<file path="config.mk">
export PLATFORM = sky130hd
export DESIGN_NAME = decryption_dispatcher
export DESIGN_NICKNAME = d
export VERILOG_FILES = /design/src/rtl/decryption_dispatcher.sv
export SDC_FILE = /design/constraint.sdc
export NUM_CORES = 1
export LEC_CHECK = 0
export ABC_AREA = 1
export CORE_MARGIN = 2
export CORE_UTILIZATION = 35
export CTS_CLUSTER_DIAMETER = 120
export DETAILED_ROUTE_END_ITERATION = 8
export PLACE_DENSITY = 0.58
export REMOVE_ABC_BUFFERS = 1
export SYNTH_ARGS = -nofsm -noshare
export SYNTH_HDL_FRONTEND = slang
export SYNTH_SLANG_ARGS = --single-unit
</file>
<file path="constraint.sdc">
create_clock -name clk -period 4.7 [get_ports clk]
set_clock_uncertainty 0.1 [all_clocks]
set_input_delay 1.175 -clock clk [delete_from_list [all_inputs] [get_ports clk]]
set_output_delay 1.175 -clock clk [all_outputs]
set_load 0.005 [all_outputs]
</file>
<file path="src/rtl/decryption_dispatcher.sv">
// Purpose: front-end controller that routes one message to a selected decryption engine and muxes its output back.
// Latency: forwarding to the engine and the output mux are each 1 cycle, registered.
// Backpressure: busy_o is high from the cycle after the token until the engine drops busy; input is ignored meanwhile.
module decryption_dispatcher #(
  parameter int                 D_WIDTH                = 8,
  parameter int                 MAX_NOF_CHARS          = 50,
  parameter logic [D_WIDTH-1:0] START_DECRYPTION_TOKEN = 8'hFA,
  parameter int                 START_TIMEOUT          = 16
) (
  input  logic                 clk,
  input  logic                 rst_n,
  input  logic [1:0]           sel_i,
  input  logic [D_WIDTH-1:0]   data_i,
  input  logic                 valid_i,
  output logic                 busy_o,
  output logic [3*D_WIDTH-1:0] eng_data_o,
  output logic [2:0]           eng_valid_o,
  input  logic [2:0]           eng_busy_i,
  input  logic [3*D_WIDTH-1:0] eng_data_i,
  input  logic [2:0]           eng_valid_i,
  output logic [D_WIDTH-1:0]   data_o,
  output logic                 valid_o,
  output logic                 err_o,
  output logic [1:0]           err_code_o
);

  typedef enum logic [2:0] {
    S_IDLE, S_FWD, S_DISCARD, S_WAIT_START, S_WAIT_DONE
  } state_t;

  localparam logic [7:0] CNT_MAX = 8'(MAX_NOF_CHARS);
  localparam logic [7:0] TMO_MAX = 8'(START_TIMEOUT - 1);

  state_t state_q, state_d;
  logic [1:0]           sel_q, sel_d;
  logic [7:0]           cnt_q, cnt_d;
  logic [7:0]           tmo_q, tmo_d;
  logic                 ovf_q, ovf_d;
  logic [3*D_WIDTH-1:0] eng_data_q, eng_data_d;
  logic [2:0]           eng_valid_q, eng_valid_d;
  logic [D_WIDTH-1:0]   data_q, data_d;
  logic                 valid_q, valid_d;
  logic                 busy_q, busy_d;
  logic                 err_q, err_d;
  logic [1:0]           err_code_q, err_code_d;

  logic                 tok_v, chr_v;
  logic                 fwd_en;
  logic [1:0]           route;
  logic                 busy_sel, vld_sel;
  logic [D_WIDTH-1:0]   dat_sel;

  assign tok_v = valid_i && (data_i == START_DECRYPTION_TOKEN);
  assign chr_v = valid_i && (data_i != START_DECRYPTION_TOKEN);

  // Selected engine's status/data; sel_q==3 never reaches the wait states, but keep it defined
  always_comb begin
    busy_sel = 1'b0;
    vld_sel  = 1'b0;
    dat_sel  = '0;
    case (sel_q)
      2'd0: begin busy_sel = eng_busy_i[0]; vld_sel = eng_valid_i[0]; dat_sel = eng_data_i[0*D_WIDTH +: D_WIDTH]; end
      2'd1: begin busy_sel = eng_busy_i[1]; vld_sel = eng_valid_i[1]; dat_sel = eng_data_i[1*D_WIDTH +: D_WIDTH]; end
      2'd2: begin busy_sel = eng_busy_i[2]; vld_sel = eng_valid_i[2]; dat_sel = eng_data_i[2*D_WIDTH +: D_WIDTH]; end
      default: ;
    endcase
  end

  // State register
  always_ff @(posedge clk or negedge rst_n) begin
    if (!rst_n) state_q <= S_IDLE;
    else        state_q <= state_d;
  end

  // Next-state logic; engine busy wins over a timeout landing on the same cycle
  always_comb begin
    state_d = state_q;
    case (state_q)
      S_IDLE:       if (chr_v) state_d = (sel_i == 2'd3) ? S_DISCARD : S_FWD;
      S_FWD:        if (tok_v) state_d = S_WAIT_START;
      S_DISCARD:    if (tok_v) state_d = S_IDLE;
      S_WAIT_START: if (busy_sel) state_d = S_WAIT_DONE;
                    else if (tmo_q >= TMO_MAX) state_d = S_IDLE;
      S_WAIT_DONE:  if (!busy_sel) state_d = S_IDLE;
      default:      state_d = S_IDLE;
    endcase
  end

  // Datapath and status outputs for the current state
  always_comb begin
    sel_d       = sel_q;
    cnt_d       = cnt_q;
    tmo_d       = tmo_q;
    ovf_d       = ovf_q;
    fwd_en      = 1'b0;
    route       = sel_q;
    err_d       = 1'b0;
    err_code_d  = err_code_q;
    data_d      = data_q;
    valid_d     = 1'b0;
    eng_data_d  = '0;
    eng_valid_d = '0;
    case (state_q)
      S_IDLE: begin
        cnt_d = '0;
        tmo_d = '0;
        ovf_d = 1'b0;
        if (chr_v) begin
          sel_d = sel_i;
          if (sel_i == 2'd3) begin
            err_d      = 1'b1;
            err_code_d = 2'd1;
          end else begin
            fwd_en = 1'b1;
            route  = sel_i;
            cnt_d  = 8'd1;
          end
        end else if (tok_v) begin
          err_d      = 1'b1;
          err_code_d = 2'd2;
        end
      end
      S_FWD: begin
        if (tok_v) begin
          fwd_en = 1'b1;
        end else if (chr_v) begin
          if (cnt_q < CNT_MAX) begin
            fwd_en = 1'b1;
            cnt_d  = cnt_q + 8'd1;
          end else if (!ovf_q) begin
            ovf_d      = 1'b1;
            err_d      = 1'b1;
            err_code_d = 2'd2;
          end
        end
      end
      S_WAIT_START: begin
        data_d  = dat_sel;
        valid_d = vld_sel;
        if (!busy_sel) begin
          if (tmo_q >= TMO_MAX) begin
            err_d      = 1'b1;
            err_code_d = 2'd3;
          end else begin
            tmo_d = tmo_q + 8'd1;
          end
        end
      end
      S_WAIT_DONE: begin
        data_d  = dat_sel;
        valid_d = vld_sel;
      end
      default: ;
    endcase
    // Only the routed slice ever carries data, so no other engine can see the token
    for (int k = 0; k < 3; k++) begin
      if (fwd_en && (route == 2'(k))) begin
        eng_data_d[k*D_WIDTH +: D_WIDTH] = data_i;
        eng_valid_d[k]                   = 1'b1;
      end
    end
    busy_d = (state_d == S_WAIT_START) || (state_d == S_WAIT_DONE);
  end

  // Registered datapath, counters and outputs
  always_ff @(posedge clk or negedge rst_n) begin
    if (!rst_n) begin
      sel_q       <= '0;
      cnt_q       <= '0;
      tmo_q       <= '0;
      ovf_q       <= 1'b0;
      eng_data_q  <= '0;
      eng_valid_q <= '0;
      data_q      <= '0;
      valid_q     <= 1'b0;
      busy_q      <= 1'b0;
      err_q       <= 1'b0;
      err_code_q  <= '0;
    end else begin
      sel_q       <= sel_d;
      cnt_q       <= cnt_d;
      tmo_q       <= tmo_d;
      ovf_q       <= ovf_d;
      eng_data_q  <= eng_data_d;
      eng_valid_q <= eng_valid_d;
      data_q      <= data_d;
      valid_q     <= valid_d;
      busy_q      <= busy_d;
      err_q       <= err_d;
      err_code_q  <= err_code_d;
    end
  end

  assign busy_o      = busy_q;
  assign eng_data_o  = eng_data_q;
  assign eng_valid_o = eng_valid_q;
  assign data_o      = data_q;
  assign valid_o     = valid_q;
  assign err_o       = err_q;
  assign err_code_o  = err_code_q;

endmodule

</file>
After elaboration in Yosys (flattened, before gate mapping):

Cells that the tools add are included.

* bits in registers: 62
* output and inout port bits: 40
* word-level logic and storage cells: 117

* add/subtract/negate cells: 2
* order comparisons: 2
* equal/unequal tests: 23
* muxes and demuxes: 60
* reduce and logical (&&, ||, !) cells: 18

Operators with widths (number)
* 2-to-1 mux 8 bit: 8
* case mux 8 bit (2 select lines): 2
* 2-to-1 mux 2 bit: 13
* case mux 8 bit (3 select lines): 1
* 2-to-1 mux 1 bit: 23
* 2-to-1 mux 3 bit: 6
* adder 8 x 1 -> 8 bit (second input constant): 2
* inequality test 2 bit (second input constant): 8
* case mux 3 bit (5 select lines): 1
* equality test 3 x 2 -> 1 bit (second input constant): 3
* case mux 1 bit (3 select lines): 3
* AND reduction 9 bit: 1
* equality test 8 bit (second input constant): 1
* greater-or-equal comparator 8 x 4 -> 1 bit (second input constant): 1
* less-than comparator 8 x 6 -> 1 bit (second input constant): 1
* inequality test 8 bit (second input constant): 1
* AND reduction 4 bit: 2
* equality test 2 bit (second input constant): 3
* equality test 3 bit (second input constant): 2
* inequality test 3 bit (second input constant): 2
* case mux 2 bit (3 select lines): 1
* logical AND 1 bit: 5
* equality test 2 x 1 -> 1 bit (second input constant): 2
* logical NOT 2 bit: 2
* other kinds (9): 11

Logic depth before layout (Yosys ltp):

Gate-level depths: netlist of run 1.

* word-level depth: 7
* mapped depth: 11
* gate-level depth less buffers: 11

Least setup slack after synthesis of run 1:

Ideal clock, no wire load.

* path type: in2reg
* start point: input data_i[2]
* end point: register eng_data_q[10], in the netlist eng_data_o[10]
* arrival time: 2036 ps
* data required time: 4528 ps
* slack: 2491 ps
* cell stages on the path: 11
* buffers on the path: 0
* path through: inv_2 -> nand2_1 -> nor2_4 -> nand2_4 -> nand2_2 -> nand2_1 -> nand2_2 -> nand2_4 -> inv_2 -> nand3_4 -> nor2_1

* longest elaborated chain between the ends: 7
* elaborated cells on any way between the ends: 13

RTL lines
* start: declaration: line 13 `input logic [D_WIDTH-1:0] data_i,`
* inequality test 8 bit: line 54 `assign chr_v = valid_i && (data_i != START_DECRYPTION_TOKEN);`
* logical AND 1 bit: line 54
* 2-to-1 mux 1 bit or 2-to-1 mux 2 bit (tied branches): line 126, 108
* 2-to-1 mux 1 bit or 2-to-1 mux 2 bit (tied branches): line 124, 103
* case mux 1 bit (2 select lines) or equality test 2 x 1 -> 1 bit (tied branches): line 103, 157
* logical AND 1 bit: line 157 `if (fwd_en && (route == 2'(k))) begin`
* 2-to-1 mux 8 bit *: line 157
* net eng_data_d[10]: line 39 `logic [3*D_WIDTH-1:0] eng_data_q, eng_data_d;`
* end signal: assignment: line 184 `eng_data_q <= eng_data_d;`
* end: declaration: line 39

Mark *: on every way through the listed nets, which the timed path passes. The rest lies on a longest branch.
A chain may end at the register's enable or synchronous reset.

Worst setup path in the final report of run 1:

* start point: input valid_i
* end point: register eng_data_q[23], in the netlist eng_data_o[23]

* longest elaborated chain between the ends: 6
* elaborated cells on any way between the ends: 11

RTL lines
* start: declaration: line 14 `input logic valid_i,`
* logical AND 1 bit: line 54
* 2-to-1 mux 1 bit or 2-to-1 mux 2 bit (tied branches): line 126, 108
* 2-to-1 mux 1 bit or 2-to-1 mux 2 bit (tied branches): line 124, 103
* case mux 1 bit (2 select lines) or equality test 2 bit (tied branches): line 103, 157
* logical AND 1 bit *: line 157
* 2-to-1 mux 8 bit *: line 157
* net eng_data_d[23]: line 39

Marks and branches as above.

==> impl_metrics.json, run 1 <==
{
  "slew_violations": 0,
  "yosysMostFrequentCell": "nand2_1",
  "synth.top_cell.area_share": 0.540,
  "cts-buffers-inserted": 9,
  "r2r_setup_slack_ns": 3.03,
  "nets": 443,
  "finalSetupViolCount": 0,
  "synth_common_cells": "77 x nand2_1, 62 x dfrtp_1, 41 x nor2_1",
  "ctsHtreeMaxLevel": 3,
  "setup-tns-final_ns": 0,
  "async_reset_ff_frac": 1.00,
  "p_per_area_mw_per_mm2": 519,
  "grt_pass1_wl_mm": 10.6,
  "ys_ff_latch": 62,
  "globalplace.congestion": 0.768,
  "rsz0062_at_grt": "no",
  "r2r_start": "state_q[2]",
  "core_area_mm2": 0.00809,
  "synth-edff-count": 0,
  "post_cts_buffers": 0,
  "tightestPinTransition_ns": 0.816,
  "cts.hold.buffers_added": 0,
  "synth.distinct_cells": 27,
  "cap_violations": 0,
  "critPathRequiredTime_ns": 4.86,
  "dpl-instance-area_mm2": 0.00383,
  "area_delta_synth_final_pct": 40.1,
  "endpoint": "eng_data_o[23]",
  "worst-path-max-fanout": 9,
  "path_delay_family": "buffers and inverters",
  "first_global_vias": 2180,
  "crit_type": "in -> reg",
  "final_antenna_net_count": 0,
  "grt_use_total": 0.154,
  "synthFlopType": "dfrtp_1",
  "die_h_um": 94.6,
  "total_leakage_power_nw": 1.93,
  "first_iter_violations": 53,
  "finalInstanceArea_mm2": 0.00403,
  "syn_avg_cell_area_um2": 9.45,
  "overflow": 0,
  "die_w_um": 94.6,
  "grt_max_degree": 39,
  "cp.arrival_ns": 2.73,
  "met3_length_um": 270,
  "num-fill-cells": 789,
  "cp.depth": 7,
  "die_area_mm2": 0.00895,
  "met1_length_mm": 2.76,
  "fp-row-count": 33,
  "min-delay-path-class": "reg -> reg",
  "start_util": 0.355,
  "vias": 2251,
  "wire_per_inst_um": 12.4,
  "n_antenna_cell": 0,
  "drive_gt1_frac": 0.171,
  "yosys.area.top_type": "dfrtp_1",
  "crit_path_frequent_cell": "nand3_4",
  "cts_root_buf": "clkbuf_8",
  "timing.final.crit_share": 0.548,
  "cp_slowest_cell": "clkdlybuf4s50_1",
  "critPathLaunchType": "input pin",
  "ir_drop_v": 0.000242,
  "relSlewSlack": 0.456,
  "synthTopCellsByArea": "dfrtp_1 54%, nand2_1 10%, nor2_1 5.4%, nand3_4 3.7%, nand3_1 3.3%",
  "r2r_end": "eng_data_o[23]",
  "route.top_layer_used": "met4",
  "crit_chain": "clkdlybuf4s50_1, inv_1, a21oi_1, nand2_2, nand3_4, nand3_4, nor2_1",
  "drt-total-wl_mm": 6.28,
  "port_buffers": 82,
  "place_ws_ns": 1.76,
  "crit_buf_inv": 2,
  "post-dp-hpwl_mm": 4.72,
  "antenna_found_initial": 0,
  "hold_viol": 0,
  "remaining_drc_errors": 0,
  "cp_slowest_stage_delay_ns": 0.55,
  "synthesis.area_mm2": 0.00287,
  "post_drt_via_cell_ratio": 4.43,
  "path_clk_slew_ns": 0.07,
  "cts.sinks": 62,
  "layout_setup_ws_ns": 2.13,
  "netlist_instances": 304,
  "yosysSeqAreaShare": 0.540,
  "cts_tree": "done",
  "max_freq_ghz": 0.389,
  "insertion_delay_ns": 0.34,
  "cts_resized": 0,
  "cp-startpoint": "valid_i",
  "dr.pass1.iters": 4,
  "whs_ns": 0.391,
  "routed-wl-met2_mm": 3.14,
  "critPathCaptureType": "register",
  "ys_warn_count": 0,
  "status": "finished clean",
  "pin_count": 83,
  "clockBufferDepth": 2,
  "rr_worst_depth": 9,
  "layout_min_cycle_time_ns": 2.57
}
## metrics by stage
stage | total power [mW] | instances | utilization
2_1_floorplan | 1.29 | 304 | -
3_3_place_gp | 1.65 | 492 | 0.473
3_5_place_dp | 1.65 | 492 | 0.473
4_1_cts | 2.13 | 508 | 0.498
5_1_grt | 2.25 | 508 | 0.498
6_report | 2.09 | 508 | 0.498
## routing by layer
layer  GRT usage  vias up
li1            -     1135
met1       0.204     1063
met2       0.238       44
met3      0.0439        9
met4      0.0604        0
met5           0        -
## layout make-up
cell class | count | area, um2 | share of cell area
Tap cell | 105 | 131 | 0.0326
Sequential cell | 62 | 1550 | 0.385
Clock buffer | 9 | 124 | 0.0308
Timing Repair Buffer | 83 | 823 | 0.204
Inverter | 36 | 138 | 0.0342
Clock inverter | 7 | 73.8 | 0.0183
Multi-Input combinational cell | 206 | 1180 | 0.294
## where the power goes
part,switching (mW),internal (mW),total (mW)
combinational,0.495,0.392,0.887
sequential,0.0789,0.661,0.740
clock,0.217,0.246,0.463
total,0.791,1.30,2.09
## how the worst min path moves through the flow
stage	from	end	depth (start not counted)
2_1_floorplan	ovf_q	ovf_q	2
3_3_place_gp	ovf_q	ovf_q	2
3_5_place_dp	ovf_q	ovf_q	2
4_1_cts	data_o[7]	data_o[7]	1
5_1_grt	data_o[7]	data_o[7]	1
6_report	data_o[7]	data_o[7]	1
## state kept, by name, summed over array words and instances, names as in the netlist, 2 cells and up
signal,flops
cnt_q,8
err_code_o,2
eng_data_o,24
tmo_q,8
eng_valid_o,3
sel_q,2
data_o,8
state_q,3
## kinds of logic after synthesis
logic type | share of synthesized area
AOI/OAI and AO/OA | 0.0331
DFF | 0.540
xor gates and xnor gates | 0.00914
and+or+nand+nor | 0.330
muxes | 0.0313
adders and majority gates | 0.00871
buffers and inverters | 0.0479
## cells in the final DEF, fill, tap and decap left out, types with 4 or more instances in the layout
master           count
clkbuf_8             9
clkdlybuf4s50_1     81
dfrtp_1             62
inv_1               24
inv_2               11
mux2_1               8
nand2_1             77
nand2_2             13
nand3_1             19
nand3_2              4
nand3_4              6
nor2_1              41
nor2_4               7
o21ai_1              5
Note: power is estimated with default switching activity, not from simulation.
==> run 2, diff against run 1 <==
==> constraint.sdc (replaced) <==
create_clock -name clk -period 2.5 [get_ports clk]
set_clock_uncertainty 0.1 [all_clocks]
set_input_delay 0.625 -clock clk [delete_from_list [all_inputs] [get_ports clk]]
set_output_delay 0.625 -clock clk [all_outputs]
set_load 0.005 [all_outputs]
==> run 2 against run 1 <==
Against the previous run:
- count of clock-buffer cells in the layout did not move
- sequential cell count did not move
- register-to-register slack got worse by 2.2 ns
- sequential power rose by 88%
- sequential share of layout area fell by 0.19 points
- power rose by 88%
- cell area rose by 0.50%
- critical endpoint is now eng_data_o[18]
- largest power group unchanged
- highest routed layer unchanged
==> impl_metrics.json, run 2 (same netlist as run 1, synthesis figures left out) <==
{
  "fp-row-count": 33,
  "layout_common_cells": "81 x clkdlybuf4s50_1, 77 x nand2_1, 62 x dfrtp_1",
  "cp.arrival_ns": 2.18,
  "setup-tns-final_ns": 0,
  "final_common_cell": "clkdlybuf4s50_1",
  "drive_gt1_frac": 0.173,
  "post-dp-hpwl_mm": 4.64,
  "final_util": 0.500,
  "die_w_um": 94.6,
  "crit_chain": "clkdlybuf4s50_1, inv_1, a21oi_1, nand2_2, nand3_4, nand3_4, nor2_1",
  "p_per_area_mw_per_mm2": 970,
  "min-delay-path-class": "in -> async",
  "total_leakage_power_nw": 1.94,
  "overflow": 0,
  "post_drt_via_cell_ratio": 4.39,
  "port_buffers": 82,
  "ctsHtreeMaxLevel": 3,
  "first_iter_violations": 50,
  "worst-path-max-fanout": 9,
  "dp.cells": 493,
  "cts-buffers-inserted": 9,
  "post_cts_buffers": 0,
  "ir_drop_v": 0.000395,
  "path_clk_slew_ns": 0.08,
  "cts.hold.buffers_added": 0,
  "max_freq_ghz": 0.493,
  "layout_min_cycle_time_ns": 2.03,
  "grt_max_degree": 63,
  "cap_violations": 0,
  "start_util": 0.355,
  "register_area_mm2": 0.00155,
  "final_antenna_net_count": 0,
  "antenna_found_initial": 0,
  "critPathCaptureType": "register",
  "rsz0062_at_grt": "no",
  "wire_per_inst_um": 12.0,
  "crit_type": "in -> reg",
  "cts.sinks": 62,
  "drt-total-wl_mm": 6.11,
  "die_area_mm2": 0.00895,
  "timing.final.crit_share": 0.811,
  "critPathLaunchType": "input pin",
  "hold_viol": 0,
  "die_h_um": 94.6,
  "critPathRequiredTime_ns": 2.65,
  "slew_violations": 0,
  "grt_use_total": 0.149,
  "stdcell_count": 509,
  "n_antenna_cell": 0,
  "relSlewSlack": 0.759,
  "insertion_delay_ns": 0.34,
  "clockBufferDepth": 2,
  "area_delta_synth_final_pct": 40.8,
  "cts_root_buf": "clkbuf_8",
  "pin_count": 83,
  "finalSetupViolCount": 0,
  "cts_resized": 0,
  "crit_path_frequent_cell": "nand3_4",
  "largest_register_ffs": 24,
  "first_global_vias": 2262,
  "vias": 2234,
  "cp_slowest_cell": "clkdlybuf4s50_1",
  "globalplace.congestion": 0.764,
  "cts_tree": "done",
  "multiInputGateArea_mm2": 0.00118,
  "cp_slowest_stage_delay_ns": 0.56,
  "tightestPinTransition_ns": 0.361,
  "num-fill-cells": 781,
  "dr.pass1.iters": 4,
  "core_area_mm2": 0.00809,
  "status": "finished clean",
  "grt_pass1_wl_mm": 10.3,
  "nets": 444,
  "remaining_drc_errors": 0
}
-- run 2: cell types whose count changed in the layout (fill, tap and decap cells not counted), sizes merged --
cell  before  now
buf        2    3
-- run 2: critical path: cells and delay by family --
family	cells	cell delay (ns)
AOI/OAI and AO/OA	1	0.33
buffers and inverters	2	0.70
and+or+nand+nor	4	0.53
-- run 2: power breakdown --
| group | switching (mW) | leakage (nW) | internal (mW) |
|---|---|---|---|
| logic | 0.925 | 1.01 | 0.751 |
| registers | 0.147 | 0.831 | 1.24 |
| clock network | 0.398 | 0.0996 | 0.463 |
| total | 1.47 | 1.94 | 2.46 |
-- run 2: final timing paths --
path / cells past startpoint / slack [ns] / from / to
setup / recovery: 7 / 0.47 / valid_i / eng_data_o[18]
hold / removal: 2 / 0.19 / rst_n / data_o[2]
setup reg to reg: 6 / 0.84 / state_q[2] / data_o[0]
hold reg to reg: 2 / 0.39 / tmo_q[5] / tmo_q[5]
max in group asynchronous: 2 / 1.85 / rst_n / sel_q[0]
min in group clk: 2 / 0.39 / tmo_q[5] / tmo_q[5]
-- run 2: per-layer routing --
metal / part of all wire / up-vias / GRT usage / routed length, um
li1: - / 1140 / - / -
met1: 0.46 / 1047 / 0.186 / 2790
met2: 0.49 / 43 / 0.245 / 3020
met3: 0.037 / 4 / 0.0399 / 225
met4: 0.012 / 0 / 0.0604 / 74
met5: 0 / - / 0 / 0
-- run 2: layout make-up --
type	instances	area share
clock buffer	9	0.0306
clock inverter	7	0.0182
inverter	36	0.0340
multi-input combinational	206	0.293
sequential	62	0.383
tap	105	0.0325
timing repair buffer	84	0.208
-- run 2: metrics by stage --
step           hold slack (ns)  power [mW]  setup WS [ns]  instance area [um2]
2_1_floorplan            0.229        2.42          0.841                 2870
3_3_place_gp             0.366        3.11          0.152                 3850
3_5_place_dp             0.378        3.12          0.138                 3850
4_1_cts                  0.190        4.00          0.495                 4050
5_1_grt                  0.220        4.23          0.288                 4050
6_report                 0.193        3.93          0.471                 4050
==> run 3, diff against run 2 <==
--- a/config.mk
+++ b/config.mk
@@ -10,7 +10,7 @@
 export CORE_UTILIZATION = 35
 export CTS_CLUSTER_DIAMETER = 120
 export DETAILED_ROUTE_END_ITERATION = 8
-export PLACE_DENSITY = 0.58
+export PLACE_DENSITY = 0.6
 export REMOVE_ABC_BUFFERS = 1
 export SYNTH_ARGS = -nofsm -noshare
 export SYNTH_HDL_FRONTEND = slang
==> constraint.sdc (replaced) <==
create_clock -name clk -period 1.75 [get_ports clk]
set_clock_uncertainty 0.1 [all_clocks]
set_input_delay 0.4375 -clock clk [delete_from_list [all_inputs] [get_ports clk]]
set_output_delay 0.4375 -clock clk [all_outputs]
set_load 0.005 [all_outputs]
==> run 3 against run 2 <==
Against the previous run:
- utilization is 4.6 points higher
- global-route usage is 0.60 points higher
- critical endpoint is now eng_data_o[23]
- sequential cell count stayed put
- sequential power is 42% higher
- count of clock-buffer cells in the layout stayed put
- combinational power is 64% higher
- final cell count is 4.9% higher
- first-iteration DRC count is 30% higher
- the flow now finishes with violations (negative hold slack)
- power is 57% higher
- clock power is 67% higher
- setup slack worse by 0.43 ns
- largest power group unchanged
==> impl_metrics.json, run 3 (same netlist as run 1, synthesis figures left out) <==
{
  "drt-total-wl_mm": 6.67,
  "r2r_setup_slack_ns": 0.09,
  "grt_max_degree": 63,
  "largest_register_ffs": 24,
  "finalPower_mw": 6.17,
  "ctsHtreeMaxLevel": 3,
  "globalplace.congestion": 0.774,
  "cap_violations": 0,
  "insertion_delay_ns": 0.34,
  "wire_per_inst_um": 12.5,
  "critPathCaptureType": "primary output",
  "met1_usage": 0.192,
  "die_area_mm2": 0.00895,
  "grtUsageMet3": 0.0503,
  "cp.arrival_ns": 1.17,
  "finalSetupViolCount": 0,
  "n_antenna_cell": 0,
  "ir_drop_v": 0.000784,
  "cts.hold.buffers_added": 0,
  "remaining_drc_errors": 0,
  "hold_viol": 10,
  "num-fill-cells": 743,
  "path_clk_slew_ns": 0.08,
  "total_leakage_power_nw": 2.59,
  "max_freq_ghz": 0.585,
  "grt_pass1_wl_mm": 10.6,
  "final_common_cell": "nand2_1",
  "fp-row-count": 33,
  "nets": 469,
  "cp_slowest_stage_delay_ns": 0.50,
  "crit_chain": "clkdlybuf4s50_1",
  "die_h_um": 94.6,
  "grt_busiest_layer": "met2",
  "status": "complete, but fails checks",
  "grt_use_total": 0.155,
  "cp_slowest_cell": "clkdlybuf4s50_1",
  "p_per_area_mw_per_mm2": 1400,
  "use_met2": 0.254,
  "layout_setup_ws_ns": 0.0405,
  "final_antenna_net_count": 0,
  "slew_violations": 0,
  "cts_root_buf": "clkbuf_8",
  "first_iter_violations": 65,
  "antenna_found_initial": 0,
  "violations": "negative hold slack",
  "critPathRequiredTime_ns": 1.21,
  "crit_buf_inv": 1,
  "start_util": 0.355,
  "worst-path-max-fanout": 1,
  "pin_count": 83,
  "tightestPinTransition_ns": 0.326,
  "crit_type": "reg -> out",
  "post_drt_via_cell_ratio": 4.43,
  "port_buffers": 82,
  "first_global_vias": 2271,
  "whs_ns": -0.0121,
  "min-delay-path-class": "in -> async",
  "layout_min_cycle_time_ns": 1.71,
  "vias": 2365,
  "cts_tree": "done",
  "cts-buffers-inserted": 9,
  "place_ws_ns": -0.378,
  "clockBufferDepth": 2,
  "drive_gt1_frac": 0.254,
  "timing.final.crit_share": 0.977,
  "die_w_um": 94.6,
  "critPathLaunchType": "register",
  "cts.sinks": 62,
  "layout_common_cells": "72 x nand2_1, 60 x dfrtp_1, 39 x clkdlybuf4s50_1",
  "path_delay_family": "buffers and inverters",
  "area_delta_synth_final_pct": 53.7,
  "overflow": 0,
  "dr.pass1.iters": 4,
  "core_area_mm2": 0.00809,
  "relSlewSlack": 0.783,
  "post-dp-hpwl_mm": 4.61
}
-- run 3: per-stage QoR --
stage	cells	TNS (ns)	cell area [um2]	utilization
3_3_place_gp	502	-11.12	3920	0.484
2_1_floorplan	304	0	2870	-
3_5_place_dp	502	-12.13	3920	0.484
5_1_grt	534	-0.00163	4420	0.546
6_report	534	0	4420	0.546
4_1_cts	519	0	4150	0.513
-- run 3: power breakdown --
group	switching, mW	leakage [nW]	internal, mW
combinational	1.50	1.64	1.25
clock	0.613	0.115	0.824
sequential	0.198	0.829	1.78
-- run 3: layout make-up --
cell class,instances,area [um2],share of cell area
Sequential cell,62,1550,0.352
Multi-Input combinational cell,209,1270,0.287
Timing Repair Buffer,106,1090,0.247
Inverter,36,145,0.0329
Tap cell,105,131,0.0297
Clock buffer,9,124,0.0280
Clock inverter,7,104,0.0235
-- run 3: path summary, 6_finish.rpt --
check | from | cells past startpoint | end
min | rst_n | 2 | tmo_q[7]
max reg2reg | state_q[1] | 9 | eng_data_o[12]
min reg2reg | data_o[6] | 1 | data_o[6]
min in group clk | data_i[0] | 3 | eng_data_o[8]
max | eng_data_o[23] | 1 | eng_data_o[23]
max in group asynchronous | rst_n | 2 | sel_q[0]
-- run 3: timing repair --
action / CTS / global route
setup buffers: 0 / 13
pin swaps: 1 / 17
cloned: 1 / 2
gates resized for setup: 11 / 52
setup endpoints to repair: 18 / 60
-- run 3: metal layers --
| layer | routed length, um | up-vias |
|---|---|---|
| li1 | - | 1202 |
| met1 | 2860 | 1100 |
| met2 | 3370 | 50 |
| met3 | 346 | 13 |
| met4 | 93 | 0 |
| met5 | 0 | - |
